--- src/rtl/lsu_pkg.sv ---
// Shared types and constants for the load/store unit.
package lsu_pkg;

  // funct3 encodings for loads and stores
  typedef enum logic [2:0] {
    AC_B  = 3'b000,
    AC_H  = 3'b001,
    AC_W  = 3'b010,
    AC_BU = 3'b100,
    AC_HU = 3'b101
  } access_ctrl_t;

  typedef enum logic [1:0] {
    ST_IDLE,
    ST_REQ,
    ST_WAIT,
    ST_DONE
  } lsu_state_t;

  localparam int LSU_TIMEOUT_DEFAULT = 64;
  localparam int NUM_LANES           = 4;
  localparam int LANE_W              = 8;

endpackage

--- src/rtl/lsu_align.sv ---
// Byte-lane steering: store be/wdata generation with legality check,
// and load byte/half extraction with sign/zero extension.
module lsu_align
  import lsu_pkg::*;
(
  input  logic                            st_read,
  input  logic                            st_write,
  input  logic [2:0]                      st_ctrl,
  input  logic [1:0]                      st_off,
  input  logic [NUM_LANES*LANE_W-1:0]     st_data,
  output logic [NUM_LANES-1:0]            st_be,
  output logic [NUM_LANES*LANE_W-1:0]     st_wdata,
  output logic                            st_fault,
  input  logic [2:0]                      ld_ctrl,
  input  logic [1:0]                      ld_off,
  input  logic [NUM_LANES*LANE_W-1:0]     ld_word,
  output logic [NUM_LANES*LANE_W-1:0]     ld_data
);

  logic [NUM_LANES-1:0][LANE_W-1:0] data_lanes;
  logic [NUM_LANES-1:0][LANE_W-1:0] rep_lanes;
  logic [NUM_LANES-1:0][LANE_W-1:0] rd_lanes;
  logic [LANE_W-1:0]                ld_byte;
  logic [2*LANE_W-1:0]              ld_half;

  assign data_lanes = st_data;
  assign rd_lanes   = ld_word;

  // Each lane picks its source byte: byte 0 for SB, byte i%2 for SH, byte i for SW
  for (genvar i = 0; i < NUM_LANES; i++) begin : g_lane
    assign rep_lanes[i] = (st_ctrl == AC_B) ? data_lanes[0]     :
                          (st_ctrl == AC_H) ? data_lanes[i % 2] :
                                              data_lanes[i];
  end

  // Store/load legality and byte enables for the access in IDLE
  always_comb begin
    st_be    = '0;
    st_wdata = '0;
    st_fault = 1'b0;
    if (st_read && st_write) begin
      st_fault = 1'b1;
    end else if (st_write) begin
      st_wdata = rep_lanes;
      case (st_ctrl)
        AC_B:    st_be = 4'b0001 << st_off;
        AC_H:    begin st_be = st_off[1] ? 4'b1100 : 4'b0011; st_fault = st_off[0]; end
        AC_W:    begin st_be = 4'b1111; st_fault = |st_off; end
        default: st_fault = 1'b1;
      endcase
    end else if (st_read) begin
      st_be = 4'b1111;
      case (st_ctrl)
        AC_B, AC_BU: st_fault = 1'b0;
        AC_H, AC_HU: st_fault = st_off[0];
        AC_W:        st_fault = |st_off;
        default:     st_fault = 1'b1;
      endcase
    end
  end

  assign ld_byte = rd_lanes[ld_off];
  assign ld_half = ld_off[1] ? ld_word[31:16] : ld_word[15:0];

  // Extract and extend the loaded element from the response word
  always_comb begin
    ld_data = ld_word;
    case (ld_ctrl)
      AC_B:    ld_data = {{24{ld_byte[7]}}, ld_byte};
      AC_BU:   ld_data = {24'h0, ld_byte};
      AC_H:    ld_data = {{16{ld_half[15]}}, ld_half};
      AC_HU:   ld_data = {16'h0, ld_half};
      default: ld_data = ld_word;
    endcase
  end

endmodule

--- src/rtl/load_store_unit.sv ---
// Multi-cycle load/store unit: turns core memory accesses into single
// outstanding bus transactions, stalling the core until they retire.
module load_store_unit
  import lsu_pkg::*;
#(
  parameter int TIMEOUT_CYCLES = LSU_TIMEOUT_DEFAULT
) (
  input  logic        clk,
  input  logic        rst,
  input  logic        mem_read_i,
  input  logic        mem_write_i,
  input  logic [31:0] addr_i,
  input  logic [31:0] write_data_i,
  input  logic [2:0]  access_ctrl_i,
  output logic [31:0] read_data_o,
  output logic        stall_o,
  output logic        done_o,
  output logic        fault_o,
  output logic        bus_req_o,
  output logic        bus_we_o,
  output logic [31:0] bus_addr_o,
  output logic [3:0]  bus_be_o,
  output logic [31:0] bus_wdata_o,
  input  logic        bus_gnt_i,
  input  logic        bus_rvalid_i,
  input  logic [31:0] bus_rdata_i
);

  localparam int CNT_W = $clog2(TIMEOUT_CYCLES + 1);
  localparam logic [CNT_W-1:0] CNT_LAST = CNT_W'(TIMEOUT_CYCLES - 1);

  lsu_state_t       state;
  logic [CNT_W-1:0] cnt;
  logic [31:0]      addr_q, wdata_q, rdata_q;
  logic [3:0]       be_q;
  logic [2:0]       ctrl_q;
  logic [1:0]       off_q;
  logic             we_q, to_q;

  logic             acc, start, flt;
  logic [3:0]       a_be;
  logic [31:0]      a_wdata, ld_data;
  logic             a_fault;

  // Inputs only matter in IDLE and never while reset is held
  assign acc   = !rst && (state == ST_IDLE) && (mem_read_i || mem_write_i);
  assign start = acc && !a_fault;
  assign flt   = acc && a_fault;

  lsu_align u_align (
    .st_read  (mem_read_i),
    .st_write (mem_write_i),
    .st_ctrl  (access_ctrl_i),
    .st_off   (addr_i[1:0]),
    .st_data  (write_data_i),
    .st_be    (a_be),
    .st_wdata (a_wdata),
    .st_fault (a_fault),
    .ld_ctrl  (ctrl_q),
    .ld_off   (off_q),
    .ld_word  (bus_rdata_i),
    .ld_data  (ld_data)
  );

  // Transaction FSM with shared REQ/WAIT timeout counter
  always_ff @(posedge clk or posedge rst) begin
    if (rst) begin
      state   <= ST_IDLE;
      cnt     <= '0;
      addr_q  <= '0;
      wdata_q <= '0;
      rdata_q <= '0;
      be_q    <= '0;
      ctrl_q  <= '0;
      off_q   <= '0;
      we_q    <= 1'b0;
      to_q    <= 1'b0;
    end else begin
      case (state)
        ST_IDLE: begin
          if (start) begin
            addr_q  <= {addr_i[31:2], 2'b00};
            off_q   <= addr_i[1:0];
            be_q    <= a_be;
            wdata_q <= a_wdata;
            ctrl_q  <= access_ctrl_i;
            we_q    <= mem_write_i;
            to_q    <= 1'b0;
            cnt     <= '0;
            state   <= ST_REQ;
          end
        end
        ST_REQ: begin
          if (bus_gnt_i) begin
            cnt   <= '0;
            state <= ST_WAIT;
          end else if (cnt == CNT_LAST) begin
            to_q  <= 1'b1;
            state <= ST_DONE;
          end else begin
            cnt <= cnt + CNT_W'(1);
          end
        end
        ST_WAIT: begin
          if (bus_rvalid_i) begin
            rdata_q <= we_q ? '0 : ld_data;
            state   <= ST_DONE;
          end else if (cnt == CNT_LAST) begin
            to_q  <= 1'b1;
            state <= ST_DONE;
          end else begin
            cnt <= cnt + CNT_W'(1);
          end
        end
        ST_DONE: state <= ST_IDLE;
        default: state <= ST_IDLE;
      endcase
    end
  end

  assign stall_o     = start || (state == ST_REQ) || (state == ST_WAIT);
  assign done_o      = flt || (state == ST_DONE);
  assign fault_o     = flt || ((state == ST_DONE) && to_q);
  assign read_data_o = ((state == ST_DONE) && !to_q) ? rdata_q : '0;
  assign bus_req_o   = (state == ST_REQ);
  assign bus_we_o    = we_q;
  assign bus_addr_o  = addr_q;
  assign bus_be_o    = be_q;
  assign bus_wdata_o = wdata_q;

endmodule

--- config.mk ---
export PLATFORM = sky130hd
export DESIGN_NAME = load_store_unit
export DESIGN_NICKNAME = d
export VERILOG_FILES = /design/src/rtl/lsu_pkg.sv /design/src/rtl/lsu_align.sv /design/src/rtl/load_store_unit.sv
export SDC_FILE = /design/constraint.sdc
export NUM_CORES = 1
export LEC_CHECK = 0
export ABC_AREA = 0
export CORE_AREA = 10 10 120 133
export DETAILED_ROUTE_END_ITERATION = 12
export DIE_AREA = 0 0 130 143
export PLACE_DENSITY_LB_ADDON = 0.15
export SYNTH_ARGS = -nofsm -noshare
export SYNTH_HDL_FRONTEND = slang
export SYNTH_SLANG_ARGS = --single-unit
--- constraint.sdc ---
create_clock -name clk -period 4.3 [get_ports clk]
set_input_delay 0.86 -clock clk [delete_from_list [all_inputs] [get_ports clk]]
set_output_delay 0.86 -clock clk [all_outputs]
set_load 0.01 [all_outputs]
==> metrics.csv, run 1 <==
stage;metric;value;unit
critical_path;cp.arrival;3.01;ns
drt;vias_per_cell;5.466;
power_and_ir_drop;comb_power_share;39.4;%
drt;vias;5111;
critical_path;slowest_delay;0.60;ns
die;chipHeight;143;microns
final_layout;syn_to_final_growth;49.02;%
outcome;outcome;finished clean;
cts;cts_buffers;17;
die;initial_core_util;44.34;%
critical_path;crit_path_cell_trace;clkdlybuf4s50_1, nor3_1, o21ai_0, a32o_1, nand2_1, nand2b_1, clkdlybuf4s50_1;
cts;clk_pin_slew;0.05;ns
power_and_ir_drop;power.share.clock;27.3;%
final_layout;antenna_cells;0;
drt;drt_pass1_iterations;4;
placed_design;gp_congestion;0.9011;
die;boundaryPins;210;
cts;cts_tree;done;
yosys;synth-edff-count;0;
global_routing;grt_max_degree;92;
timing;fin_worst_skew;0.005596;ns
cts;clk_latency;0.41;ns
final_layout;final_util;66.07;%
cts;clock_path_buffers;2;
timing;period_share;90.03;%
job;cap_violations;0;
power_and_ir_drop;cellInternalPower;0.003831;W
yosys;synth_cells;562;
global_routing;grtUsageTotal;19.86;%
cts;cts_resized;0;
yosys;syn_area;0.005809;sq mm
critical_path;path_max_fanout;11;
power_and_ir_drop;switchingPower;0.001832;W
yosys;ys_seq_elements;114;
global_routing;grt_pass1_vias;5323;
critical_path;crit_path_frequent_cell;clkdlybuf4s50_1;
drt;ant_nets;0;
yosys;yosysWarnings;0;
timing;rsz0062_at_grt;false;
placed_design;numPortBuffers;207;
global_routing;grt_pass1_wl;28540;microns
yosys;syn_avg_cell_area;10.34;sq um
critical_path;crit_path_top_delay_cell;clkdlybuf4s50_1;
timing;min_period;3.871;ns
die;die_area;0.01859;sq mm
critical_path;critPathCaptureType;primary output;
critical_path;critPathKind;in2out;
timing;final_hold_viol_count;0;
cts;htreeDepth;4;
cts;postCtsSetupRepairBufs;0;
min_path;worstHoldPathType;reg2reg;
drt;finalWirelength;18700;microns
yosys;ys_types;50;
placed_design;pre_cts_ws;0.4546;ns
drt;avgRoutedWirePerCell;20.00;microns
timing;tightest_slew;0.9756;ns
critical_path;worst-path-buf-inv;2;
global_routing;overflow;0;
timing;setup-violations-final;0;
yosys;synth-main-ff-cell;dfrtp_1;
timing;final-max-slew-violation-count;0;
drt;drc;0;
yosys;async_reset_ff_share;100.0;%
timing;slew_headroom;34.96;%
critical_path;crit_family;buffers and inverters;
final_layout;nets;874;
placed_design;place_inst;903;
yosys;yosysTopAreaCell;dfrtp_1;
timing;fin_tns_setup;0;ns
global_routing;grt_antenna_before_repair;0;
cts;cts_root_buffer;clkbuf_16;
die;die_width;130;microns
power_and_ir_drop;p_seq_share;33.2;%
timing;max_freq;0.2583;GHz
power_and_ir_drop;power.leakage;3.720;nW
drt;drt_first_iter_violations;359;
yosys;yosysSeqAreaShare;49.11;%
yosys;netlist_top_cells_area;dfrtp_1, mux2_2, nand2_1, o21ai_0, and2_1;
power_and_ir_drop;ir_drop;331.0;uV
placed_design;place_hpwl;13680;microns
final_layout;drive_above_1_share;12.79;%
power_and_ir_drop;powerDensity;654.1;mW/mm^2
final_layout;fillCellCount;1074;
final_layout;layoutNonFillerInstCount;935;
timing;setup_slack;0.4289;ns
timing;hold-worst-slack;0.4670;ns
critical_path;startpoint_type;input pin;
cts;numClockSinks;114;
die;core_area;0.01310;sq mm
power_and_ir_drop;switching_share;32.35;%
yosys;synth_top_area_share;49.11;%
die;std_cell_rows;44;
critical_path;cp_data_required_time;3.44;ns
cts;cts-hold-fix-buffers;0;
-- worst register-to-register path: stages (launching register included) --
cell and delay, ns:
dfrtp_1 0.42, inv_1 0.12, ha_1 0.31, nand2_1 0.11
buf_4 0.36, nor2_1 0.09, buf_4 0.20, and2_1 0.36
a221o_1 0.38
-- synth_stat cells (3+ instances only) --
master    count
o21bai_1      4
a32o_1       11
dfrtp_1     114
o21ai_0      55
o221ai_1      5
a221o_1      16
o31ai_1       3
mux2i_1      21
and2_1       35
a21oi_1      17
nor3_1        7
nand2_1      92
inv_1         7
ha_1          8
nand2b_1     17
nor2b_1       9
mux2_2       50
nor2_1       18
clkbuf_1     27
nand3_1       3
buf_2         6
-- metrics by stage --
stage               cell area [sq um]  power, W
floorplan                        5817  0.002967
global placement                 8011  0.004053
detailed placement               8011  0.004140
CTS                              8657  0.005720
global route                     8657  0.005997
finish                           8657  0.005663
-- routing by layer --
metal | global-route usage, % | wire, microns | vias up
met2 | 33.44 | 9618 | 190
met4 | 8.235 | 384 | 0
met5 | 0 | 0 | -
met1 | 22.59 | 7331 | 2499
li1 | - | - | 2396
met3 | 6.630 | 1364 | 26
-- power groups by stage --
stage,clock [W],combinational [W],sequential [W]
final,0.00155,0.00223,0.00188
after global routing,0.00162,0.00243,0.00195
after CTS,0.00157,0.00227,0.00188
after detailed placement,0,0.00225,0.00189
after global placement,0,0.00219,0.00186
after floorplan,0,0.00104,0.00192
-- cell families (layout without fill, tap and decap cells) --
group                      Yosys count  count (layout)  share of synthesized area (%)
adders and majority gates            8               8                          1.723
AOI/OAI and AO/OA                  132             132                          15.92
and+or+nand+nor                    189             189                          15.68
other                                1               2                        0.06455
DFF                                114             114                          49.11
buffers and inverters               45             256                          3.424
muxes                               73              73                          14.09
-- cell usage in the layout, fill, tap and decap left out, drive strengths merged, types with 2 or more instances in the layout --
master and instances:
bufinv 5, and2 35, nor2 18, o31ai 3, nor3 7, a22o 2, ha 8, nand3b 2
conb 2, mux2i 21, nor2b 9, a21o 2, nand3 3, a2111oi 2, clkbuf 23, mux2 50
clkdlybuf4s50 207, o21bai 4, or3 2, buf 10, a221o 16, nand2b 17, dfrtp 114, clkinvlp 4
a31oi 2, o21ai 57, inv 6, mux4 2, nand2 92, o221ai 5, a32o 11, a21oi 17
-- layout make-up --
class,count,area [sq um],share of cell area [%]
clock buffer,23,467.9,5.405
multi-input combinational,404,2780,32.11
tap,161,201.4,2.327
sequential,114,2853,32.95
inverter,7,30.03,0.3469
clock inverter,9,177.7,2.052
timing repair buffer,217,2147,24.80
-- flip-flops by register name, indices dropped and copies added (netlist names) --
register     count
bus_we_o         1
cnt              7
bus_addr_o      30
rdata_q         32
ctrl_q           3
state            2
bus_be_o         4
to_q             1
off_q            2
bus_wdata_o     32
-- final timing paths --
| kind | from | to | slack (ns) | depth (start not counted) |
|---|---|---|---|---|
| max | access_ctrl_i[0] | done_o | 0.43 | 7 |
| max in group asynchronous | rst | rdata_q[12]$_DFFE_PP0P_ | 1.88 | 4 |
| min reg2reg | rdata_q[7]$_DFFE_PP0P_ | rdata_q[7]$_DFFE_PP0P_ | 0.47 | 2 |
| min | rdata_q[7]$_DFFE_PP0P_ | rdata_q[7]$_DFFE_PP0P_ | 0.47 | 2 |
| max reg2reg | state[0]$_DFFE_PP0P_ | rdata_q[26]$_DFFE_PP0P_ | 1.83 | 8 |
| min in group asynchronous | rst | bus_be_o[1]$_DFFE_PP0P_ | 1.06 | 3 |
No activity file was read; power rests on OpenSTA's default activity.
==> run 2: changes to the inputs <==
CORE_AREA = 10 10 108 148   (was 10 10 120 133)
DIE_AREA = 0 0 118 158   (was 0 0 130 143)
==> metrics.csv, run 2 (synthesized netlist as in run 1, its figures left out) <==
stage;metric;value;unit;change
global_routing;grt_antenna_before_repair;0;;unchanged
critical_path;critPathCaptureType;primary output;;
global_routing;grtUsageTotal;19.38;%;-0.48 points
critical_path;rrSetupSlack;1.87;ns;+0.04 ns
timing;final_hold_viol_count;0;;unchanged
cts;cts_buffers;17;;unchanged
cts;clk_pin_slew;0.05;ns;about the same
critical_path;cp.arrival;2.93;ns;-0.08 ns
global_routing;grt_max_degree;92;;unchanged
die;boundaryPins;210;;unchanged
placed_design;place_area;0.008038;sq mm;+0.33%
timing;fin_worst_skew;0.008450;ns;+0.002854 ns
critical_path;crit_path_cell_trace;clkdlybuf4s50_1, or4_4, a21oi_1, o21ai_4, nand2_1, clkdlybuf4s50_1;;
cts;cts-hold-fix-buffers;0;;unchanged
final_layout;seq_area;0.002853;sq mm;unchanged
job;cap_violations;0;;unchanged
cts;numClockSinks;114;;unchanged
critical_path;worst-path-buf-inv;2;;unchanged
timing;slew_headroom;35.32;%;+0.36 points
final_layout;antenna_cells;0;;unchanged
critical_path;path_max_fanout;7;;-4
timing;fin_tns_setup;0;ns;unchanged
final_layout;final_util;65.46;%;-0.61 points
critical_path;startpoint;addr_i[1];;
critical_path;crit_path_top_delay_cell;or4_4;;
final_layout;drive_above_1_share;13.16;%;+0.37 points
die;chipHeight;158;microns;+10%
global_routing;grt_pass1_wl;29180;microns;+2.2%
critical_path;reg2regPathDepth;6;;-2
final_layout;finish.instance_area;0.008682;sq mm;+0.29%
cts;cts_tree;done;;
power_and_ir_drop;ir_drop;365.2;uV;+10%
min_path;hold_start;rdata_q[5]$_DFFE_PP0P_;;
critical_path;slowest_delay;0.59;ns;about the same
final_layout;multi_input_area;0.002773;sq mm;-0.27%
global_routing;overflow;0;;unchanged
timing;final-max-slew-violation-count;0;;unchanged
cts;clk_latency;0.40;ns;about the same
global_routing;grt_pass1_vias;5315;;-0.15%
critical_path;crit_path_end;stall_o;;
final_layout;nets;875;;+0.11%
critical_path;crit_path_frequent_cell;clkdlybuf4s50_1;;
timing;min_period;3.792;ns;-0.07879 ns
cts;clock_path_buffers;2;;unchanged
placed_design;numPortBuffers;207;;unchanged
drt;vias_per_cell;5.263;;-3.7%
drt;drc;0;;unchanged
final_layout;final_common_cell;clkdlybuf4s50_1;;
placed_design;place_inst;925;;+2.4%
drt;finalWirelength;18290;microns;-2.2%
timing;tightest_slew;0.9702;ns;-0.005400 ns
die;die_area;0.01864;sq mm;+0.29%
drt;vias;5037;;-1.4%
timing;period_share;88.19;%;-1.8 points
timing;rsz0062_at_grt;false;;
final_layout;fillCellCount;1123;;+4.6%
drt;drt_pass1_iterations;4;;unchanged
min_path;worstHoldPathType;reg2reg;;
timing;setup-violations-final;0;;unchanged
placed_design;place_hpwl;13800;microns;+0.86%
placed_design;pre_cts_ws;0.4942;ns;+0.03964 ns
drt;drt_first_iter_violations;205;;-43%
cts;cts_resized;0;;unchanged
die;initial_core_util;43.80;%;-0.54 points
critical_path;critPathKind;in2out;;
final_layout;syn_to_final_growth;49.45;%;
critical_path;regToRegStartpoint;state[0]$_DFFE_PP0P_;;
power_and_ir_drop;powerDensity;646.9;mW/mm^2;-1.1%
placed_design;gp_congestion;0.8482;;-5.9%
timing;setup_slack;0.5077;ns;+0.07880 ns
critical_path;crit_family;buffers and inverters;;
die;core_area;0.01326;sq mm;+1.2%
cts;cts_root_buffer;clkbuf_16;;
critical_path;rr_endpoint;bus_addr_o[3]$_DFFE_PP0P_;;
drt;ant_nets;0;;unchanged
final_layout;final_cell_mix;clkdlybuf4s50_1, dfrtp_1, nand2_1, o21ai_0, mux2_2;;
final_layout;layoutNonFillerInstCount;957;;+2.4%
power_and_ir_drop;power.leakage;3.727;nW;+0.20%
die;die_width;118;microns;-9.2%
timing;max_freq;0.2637;GHz;+2.1%
critical_path;cp_data_required_time;3.44;ns;about the same
cts;postCtsSetupRepairBufs;0;;unchanged
critical_path;path_depth;6;;-1
drt;avgRoutedWirePerCell;19.11;microns;-4.5%
die;std_cell_rows;50;;+14%
outcome;outcome;finished clean;;
cts;htreeDepth;4;;unchanged
critical_path;startpoint_type;input pin;;
run 2: layer usage:
metal / wire length (microns) / up-vias / GRT usage (%)
li1: - / 2394 / -
met1: 6857 / 2472 / 20.52
met2: 9659 / 158 / 34.48
met3: 1521 / 13 / 8.128
met4: 247 / 0 / 5.785
met5: 0 / - / 0
run 2: power by group:
part           total, W  internal, W  switching [W]
Combinational   0.00222      0.00123       0.000984
Clock           0.00152     0.000993       0.000526
Sequential      0.00188      0.00154       0.000339
Total           0.00562      0.00377        0.00185
run 2: final cells by class:
class | instances | area share (%)
Sequential cell | 114 | 32.86
Multi-Input combinational cell | 404 | 31.94
Timing Repair Buffer | 218 | 24.82
Clock buffer | 18 | 5.058
Tap cell | 182 | 2.623
Clock inverter | 14 | 2.363
Inverter | 7 | 0.3459
run 2: metrics by stage:
| stage | hold WS (ns) | total power (W) |
|---|---|---|
| 6_report | 0.4738 | 0.005616 |
| 5_1_grt | 0.4985 | 0.005980 |
| 4_1_cts | 0.4773 | 0.005683 |
| 3_5_place_dp | 0.4655 | 0.004130 |
| 3_3_place_gp | 0.4574 | 0.004061 |
| 2_1_floorplan | 0.4349 | 0.002967 |
run 2: worst min path at each step:
stage	end	slack (ns)	cells after the start
after floorplan	rdata_q[7]$_DFFE_PP0P_	0.43	2
after global placement	rdata_q[7]$_DFFE_PP0P_	0.46	2
after detailed placement	rdata_q[5]$_DFFE_PP0P_	0.47	1
after CTS	rdata_q[5]$_DFFE_PP0P_	0.48	1
after global routing	rdata_q[5]$_DFFE_PP0P_	0.50	1
final	rdata_q[5]$_DFFE_PP0P_	0.47	1
